`src/rtl/stim_sequencer.sv`:
```
// stim_sequencer: steps an N-bit stimulus vector through one of four
// sequence modes, holding each vector for HOLD cycles, and counts how many
// windows ended with resp=1. Intended to exhaustively exercise a small
// combinational block on hardware and report a truth-table signature.
module stim_sequencer #(
  parameter int WIDTH = 2,
  parameter int HOLD  = 4
) (
  input  logic             clk,
  input  logic             rst,
  input  logic             start,
  input  logic             stop,
  input  logic [1:0]       mode,
  input  logic             resp,
  output logic [WIDTH-1:0] vec,
  output logic             vec_valid,
  output logic             sample,
  output logic             busy,
  output logic             done,
  output logic [WIDTH:0]   ones_count
);

  // Hold counter needs at least one bit even when HOLD=1.
  localparam int HW = (HOLD > 1) ? $clog2(HOLD) : 1;

  typedef enum logic [1:0] {
    IDLE = 2'd0,
    RUN  = 2'd1,
    DONE = 2'd2
  } state_t;

  state_t           state_reg;
  state_t           state_next;
  logic [WIDTH-1:0] idx_reg;
  logic [HW-1:0]    hcnt_reg;
  logic [1:0]       mode_reg;
  logic [WIDTH:0]   ones_reg;

  logic             sample_hit;
  logic [WIDTH-1:0] last_idx;
  logic [WIDTH-1:0] vec_raw;

  // End of the current hold window, and the index of the final vector.
  // Walking-one visits WIDTH vectors; every other mode visits 2^WIDTH.
  assign sample_hit = (hcnt_reg == HW'(HOLD - 1));
  assign last_idx   = (mode_reg == 2'b10) ? WIDTH'(WIDTH - 1) : '1;

  // State register.
  always_ff @(posedge clk) begin
    if (rst) state_reg <= IDLE;
    else     state_reg <= state_next;
  end

  // Next-state logic: stop beats completion; start only counts outside RUN.
  always_comb begin
    state_next = state_reg;
    case (state_reg)
      IDLE, DONE: if (start) state_next = RUN;
      RUN: begin
        if (stop)                                 state_next = IDLE;
        else if (sample_hit && idx_reg == last_idx) state_next = DONE;
      end
      default: state_next = IDLE;
    endcase
  end

  // Datapath: index/hold counters and the ones accumulator.
  // An aborted sample cycle is deliberately not accumulated.
  always_ff @(posedge clk) begin
    if (rst) begin
      idx_reg  <= '0;
      hcnt_reg <= '0;
      mode_reg <= 2'b00;
      ones_reg <= '0;
    end else begin
      case (state_reg)
        IDLE, DONE: begin
          if (start) begin
            mode_reg <= mode;
            idx_reg  <= '0;
            hcnt_reg <= '0;
            ones_reg <= '0;
          end
        end
        RUN: begin
          if (!stop) begin
            if (sample_hit) begin
              ones_reg <= ones_reg + {{WIDTH{1'b0}}, resp};
              hcnt_reg <= '0;
              if (idx_reg != last_idx) idx_reg <= idx_reg + WIDTH'(1);
            end else begin
              hcnt_reg <= hcnt_reg + HW'(1);
            end
          end
        end
        default: ;
      endcase
    end
  end

  // Vector pattern as a pure function of the latched mode and index.
  always_comb begin
    vec_raw = idx_reg;
    case (mode_reg)
      2'b00: vec_raw = idx_reg;
      2'b01: vec_raw = idx_reg ^ (idx_reg >> 1);
      2'b10: vec_raw = WIDTH'(1) << idx_reg;
      2'b11: vec_raw = ~idx_reg;
      default: vec_raw = idx_reg;
    endcase
  end

  // Output decode: vector and strobes are only live in RUN.
  always_comb begin
    vec       = '0;
    vec_valid = 1'b0;
    sample    = 1'b0;
    busy      = 1'b0;
    done      = 1'b0;
    case (state_reg)
      RUN: begin
        vec       = vec_raw;
        vec_valid = 1'b1;
        sample    = sample_hit;
        busy      = 1'b1;
      end
      DONE:    done = 1'b1;
      default: ;
    endcase
  end

  assign ones_count = ones_reg;

endmodule

```
`config.mk`:
```
export PLATFORM = sky130hd
export DESIGN_NAME = stim_sequencer
export DESIGN_NICKNAME = d
export VERILOG_FILES = /design/src/rtl/stim_sequencer.sv
export SDC_FILE = /design/constraint.sdc
export NUM_CORES = 1
export LEC_CHECK = 0
export CAP_MARGIN = 20
export CELL_PAD_IN_SITES_DETAIL_PLACEMENT = 1
export CELL_PAD_IN_SITES_GLOBAL_PLACEMENT = 1
export CORE_ASPECT_RATIO = 0.9
export CORE_MARGIN = 2
export CORE_UTILIZATION = 39
export DETAILED_ROUTE_END_ITERATION = 6
export DONT_BUFFER_PORTS = 1
export PLACE_DENSITY = 0.79
export REMOVE_ABC_BUFFERS = 1
export SLEW_MARGIN = 10
export SYNTH_ARGS = -nofsm -noshare
export SYNTH_HDL_FRONTEND = slang
export SYNTH_SLANG_ARGS = --single-unit
```
`constraint.sdc`:
```
create_clock -name clk -period 1.3 [get_ports clk]
set_clock_uncertainty 0.05 [all_clocks]
set_input_delay 0.13 -clock clk [delete_from_list [all_inputs] [get_ports clk]]
set_output_delay 0.13 -clock clk [all_outputs]
set_load 0.005 [all_outputs]
```
# --- After elaboration in Yosys (flattened, before gate mapping) ---
# Cells that the tools add are included.
word_totals:
  output_inout_bits: 9
  wordCells: 56
  in_bits: 7
  ff_bits: 11
op_classes:
  n_shift: 1
  add_sub_neg: 3
  bitwise_logic: 2
  muxes: 22
  n_reduce_logical: 10
  n_eq_ne: 13
op_table:
  columns: ["operator", "count"]
  rows:
  - ["2-bit 2-to-1 mux", 11]
  - ["2-bit one-hot mux with 2 select lines", 3]
  - ["3-bit 2-to-1 mux", 3]
  - ["2-bit == test (second input constant)", 4]
  - ["2-bit != test (second input constant)", 4]
  - ["2-bit one-hot mux with 4 select lines", 1]
  - ["3-bit one-hot mux with 2 select lines", 1]
  - ["5-bit AND reduction", 1]
  - ["2-bit by 1-bit adder with 2-bit output (second input constant)", 2]
  - ["2-bit by 1-bit == test with 1-bit output (second input constant)", 2]
  - ["2-bit logical NOT", 2]
  - ["2-bit AND reduction", 2]
  - ["4-bit AND reduction", 1]
  - ["3-bit by 1-bit adder with 3-bit output", 1]
  - ["1-bit 2-to-1 mux", 3]
  - ["3-bit != test (second input constant)", 1]
  - ["3-bit AND reduction", 1]
  - ["2-bit == test", 1]
  - ["2-bit != test", 1]
  - ["2-bit NOT", 1]
  - ["2-bit nonzero test", 1]
  - ["2-bit OR reduction", 1]
  - ["1-bit by 2-bit left shift with 2-bit output (first input constant)", 1]
  - ["2-bit by 1-bit bitwise XOR with 2-bit output", 1]
  - ["1-bit logical AND", 1]

# --- Longest topological paths before layout ---
# Gate-level depths: netlist (run 1).
depth:
  word_depth: 7
  ltp_mapped: 5
  mapped_depth_nobuf: 5

# --- Worst setup path after synthesis (run 1) ---
# Ideal clock, no wire load.
synth_path:
  path_type: "reg2reg"
  startpoint: "register hcnt_reg[0]"
  endpoint: "register idx_reg[1]"
  arrival_ns: 1.185
  period_less_slack_ns: 1.364
  path_buffers: 1
  required_time_ns: 1.121
  setup_time_ns: 0.129
  path_slack_ns: -0.064
  path_stages_with_launch: 6
  path_cell_list: "dfxtp_1 > ha_1 > nor4bb_1 > clkbuf_1 > o21a_1 > o22ai_1"
synth_between:
  elab_chain_cells: 3
synth_rtl:
  columns: ["item", "line_no", "rtl"]
  rows:
  - ["start: declaration", "35", "logic [HW-1:0] hcnt_reg;"]
  - ["start signal: assignment", "92", "hcnt_reg <= hcnt_reg + HW'(1);"]
  - ["2-bit == test", "45", "assign sample_hit = (hcnt_reg == HW'(HOLD - 1));"]
  - ["2-bit != test (no line)", null, null]
  - ["5-bit AND reduction (no line)", null, null]
  - ["end signal: assignment", "90", "if (idx_reg != last_idx) idx_reg <= idx_reg + WIDTH'(1);"]
  - ["end: declaration", "34", "logic [WIDTH-1:0] idx_reg;"]
# Every way passes these cells.
# A chain may end at the register's enable or synchronous reset.

# --- Final worst setup path (run 1) ---
layout_path:
  startpoint: "register idx_reg[0]"
  endpoint: "output port vec[0]"
layout_between:
  elab_chain_cells: 3
  word_cells_on_any_way: 5
  cone_classes: "1 x shift; 2 x mux; 2 x bitwise"
layout_rtl:
  columns: ["item", "line_no", "rtl"]
  rows:
  - ["1-bit by 2-bit left shift with 2-bit output, or another cell as far along", "107", "2'b10: vec_raw = WIDTH'(1) << idx_reg;"]
  - ["2-bit one-hot mux with 4 select lines (*)", "104", "case (mode_reg)"]
  - ["2-bit 2-to-1 mux (*)", "120", "case (state_reg)"]
  - ["end: declaration", "15", "output logic [WIDTH-1:0] vec,"]
# Mark *: on every way between the ends. The rest lies on a longest branch, timed or not.

==> results.ini, run 1 <==
[worst_setup_path]
crit_fanout = 2
cp-start-kind = register
worstSetupEndpointType = output port
path_class = register to output port
worstPathRequired_ns = 1.12
cp.arrival_ns = 1.27
r2r_setup_slack_ns = -0.09

[timing]
hold_viol = 0
final.setup.worst_slack_ns = -0.149
hold_slack_ns = 0.0479
slew_headroom_pct = 73.9
min_period_ns = 1.45
maxSlewViolCount = 0
max_freq_ghz = 0.690
worst_pin_slew_ns = 0.390
period_share_pct = 111
grt_setup_unrepaired = yes
setup_viol = 9

[floorplan]
row_count = 14
dieWidth_um = 47.2
core_area_um2 = 1630
boundaryPins = 16
die_h_um = 42.9
start_util_pct = 40.2
dieArea_um2 = 2030

[synthesis]
synthCells = 76
synth_edf_count = 0
syn_area_um2 = 656
async_reset_ff_share_pct = 0
ys_seq_area_share_pct = 33.6
ys_warn_count = 0
synth_area_per_cell_um2 = 8.63
synth_flop_cell = dfxtp_1
ys_types = 30
ys_ff_latch = 11

[power_and_ir_drop]
p_int_uw = 534
p_seq_share_pct = 48.7
pwr-share-comb_pct = 17.6
ir_drop_v = 0.000610
p_switching_uw = 191
total_power_uw = 725
leakage_uw = 0.000431
clockPowerShare_pct = 33.7
powerDensity_nw_per_um2 = 678
sw_frac_of_total_pct = 26.4

[global_route]
grt_pass1_wl_mm = 3.11
grt_max_degree = 11
grt_pass1_vias = 711
grt_overflow = 0
antenna_found_initial = 0
grt.total_usage_pct = 22.2

[final_layout]
layout_common_cells = 18 x buf_4, 9 x buf_6, 7 x dfxtp_2
fill_cells = 179
nNetsFinal = 119
largest_register_ffs = 3
final_common_cell = buf_4
finish.instance_area_um2 = 1070
num_antenna_cells = 0
instances_no_fill = 130
layout-drive-gt1-share_pct = 51.9
multi_input_area_um2 = 482
area_delta_synth_final_pct = 63.2
ff_latch_area_um2 = 229

[drt]
viasPerCell = 5.59
first_iter_violations = 11
drt_first_pass_iters = 4
num_vias = 727
wirelength_mm = 2.42
ant_nets = 0
wl_per_cell_um = 18.6
route.detailed.drc = 0

[status]
failed_checks = negative setup slack
status = finished, violations left

[clock_network]
root_buffer = clkbuf_4
cts_buffers = 3
tritoncts = yes
clk_pin_slew_ns = 0.08
htree_num_levels = 1
cts.path.max_buffers = 2
clkSinkCount = 11
clk_latency_ns = 0.28

[placed_design]
hpwlAfterDp_mm = 1.31
gp_congestion = 0.765
place_inst = 109
port_buffers = 0
place_area_um2 = 766

[worst_hold_path]
hp-class = primary input to register

[job]
maxCapViolations = 0

==> final cells by class <==
class	instances	area share [%]
multi-input cells	55	45.0
inverters	5	2.46
well taps	24	2.81
repair buffers	31	25.8
clock buffers	4	2.46
flip-flops and latches	11	21.4
==> path summary, 6_finish.rpt <==
path                              from                        to  depth (start not counted)
max reg2reg  state_reg[0]$_SDFFE_PP0P_  hcnt_reg[0]$_SDFFE_PP0P_                          4
min reg2reg   hcnt_reg[1]$_SDFFE_PP0P_  hcnt_reg[1]$_SDFFE_PP0P_                          2
max            idx_reg[0]$_SDFFE_PP0P_                    vec[0]                          4
min                                rst   idx_reg[0]$_SDFFE_PP0P_                          3
==> critical path, cell delays in order, from the launching register on <==
cell      delay [ns]
dfxtp_2         0.38
inv_4           0.05
ha_4            0.26
a211oi_2        0.07
a211oi_2        0.23
==> layer usage <==
layer / vias to the layer above / wire length (um) / part of all wire [%] / track usage, %
met5: - / 0 / 0 / 0
met4: 0 / 50 / 2.1 / 8.33
met3: 7 / 75 / 3.1 / 6.81
met2: 20 / 1290 / 53 / 39.2
met1: 365 / 1010 / 42 / 23.5
li1: 335 / - / - / -
==> power groups by stage <==
stage,registers [uW],clock network [uW],logic (uW)
2_1_floorplan,361,0,43.6
3_3_place_gp,359,0,74.2
3_5_place_dp,359,0,77.6
4_1_cts,352,252,114
5_1_grt,354,267,136
6_report,353,244,128
==> per-stage QoR <==
| step | worst slack [ns] | util, % | TNS [ns] |
|---|---|---|---|
| after detailed placement | -0.103 | 47.0 | -0.342 |
| after global routing | -0.194 | 65.7 | -1.19 |
| final | -0.149 | 65.7 | -0.664 |
| after global placement | -0.0518 | 47.0 | -0.0938 |
| after floorplan | -0.316 | - | -1.31 |
| after CTS | -0.106 | 59.8 | -0.472 |
==> what timing repair did <==
action / 4_1_cts / 5_1_grt
endpoints found under the setup margin: 14 / 11
gates resized for setup: 24 / 17
hold buffers: 4 / 0
endpoints found under the hold margin: 7 / 0
pin swaps: 5 / 10
buffers inserted: 7 / 6
==> cell usage after synthesis, drive strengths merged, types with 3 or more instances <==
library cell  instances  area, um^2
a211oi                3        22.5
ha                    5        62.6
a21oi                 5        25.0
buf                   3        17.5
nand3                 6        30.0
nand2                 4        15.0
dfxtp                11         220
nor2                  4        15.0
mux2i                 4        40.0
inv                   5        18.8
==> cells by family (layout without fill, tap and decap cells) <==
kind of cell	count (synthesis)	count (layout)	synth area share (%)
simple gates	28	28	26.1
mux	4	4	6.11
flops	11	11	33.6
fa+ha+maj	5	5	9.54
buf+inv	10	40	6.68
xor+xnor	1	1	1.34
compound gates	17	17	16.6
No activity file was read; power rests on OpenSTA's default activity.
==> inputs of run 2 (changes only) <==
Settings changed: GPL_TIMING_DRIVEN set to 1.
==> results of run 2 <==
Final layout, timing and power as in run 1 (identical DEF).
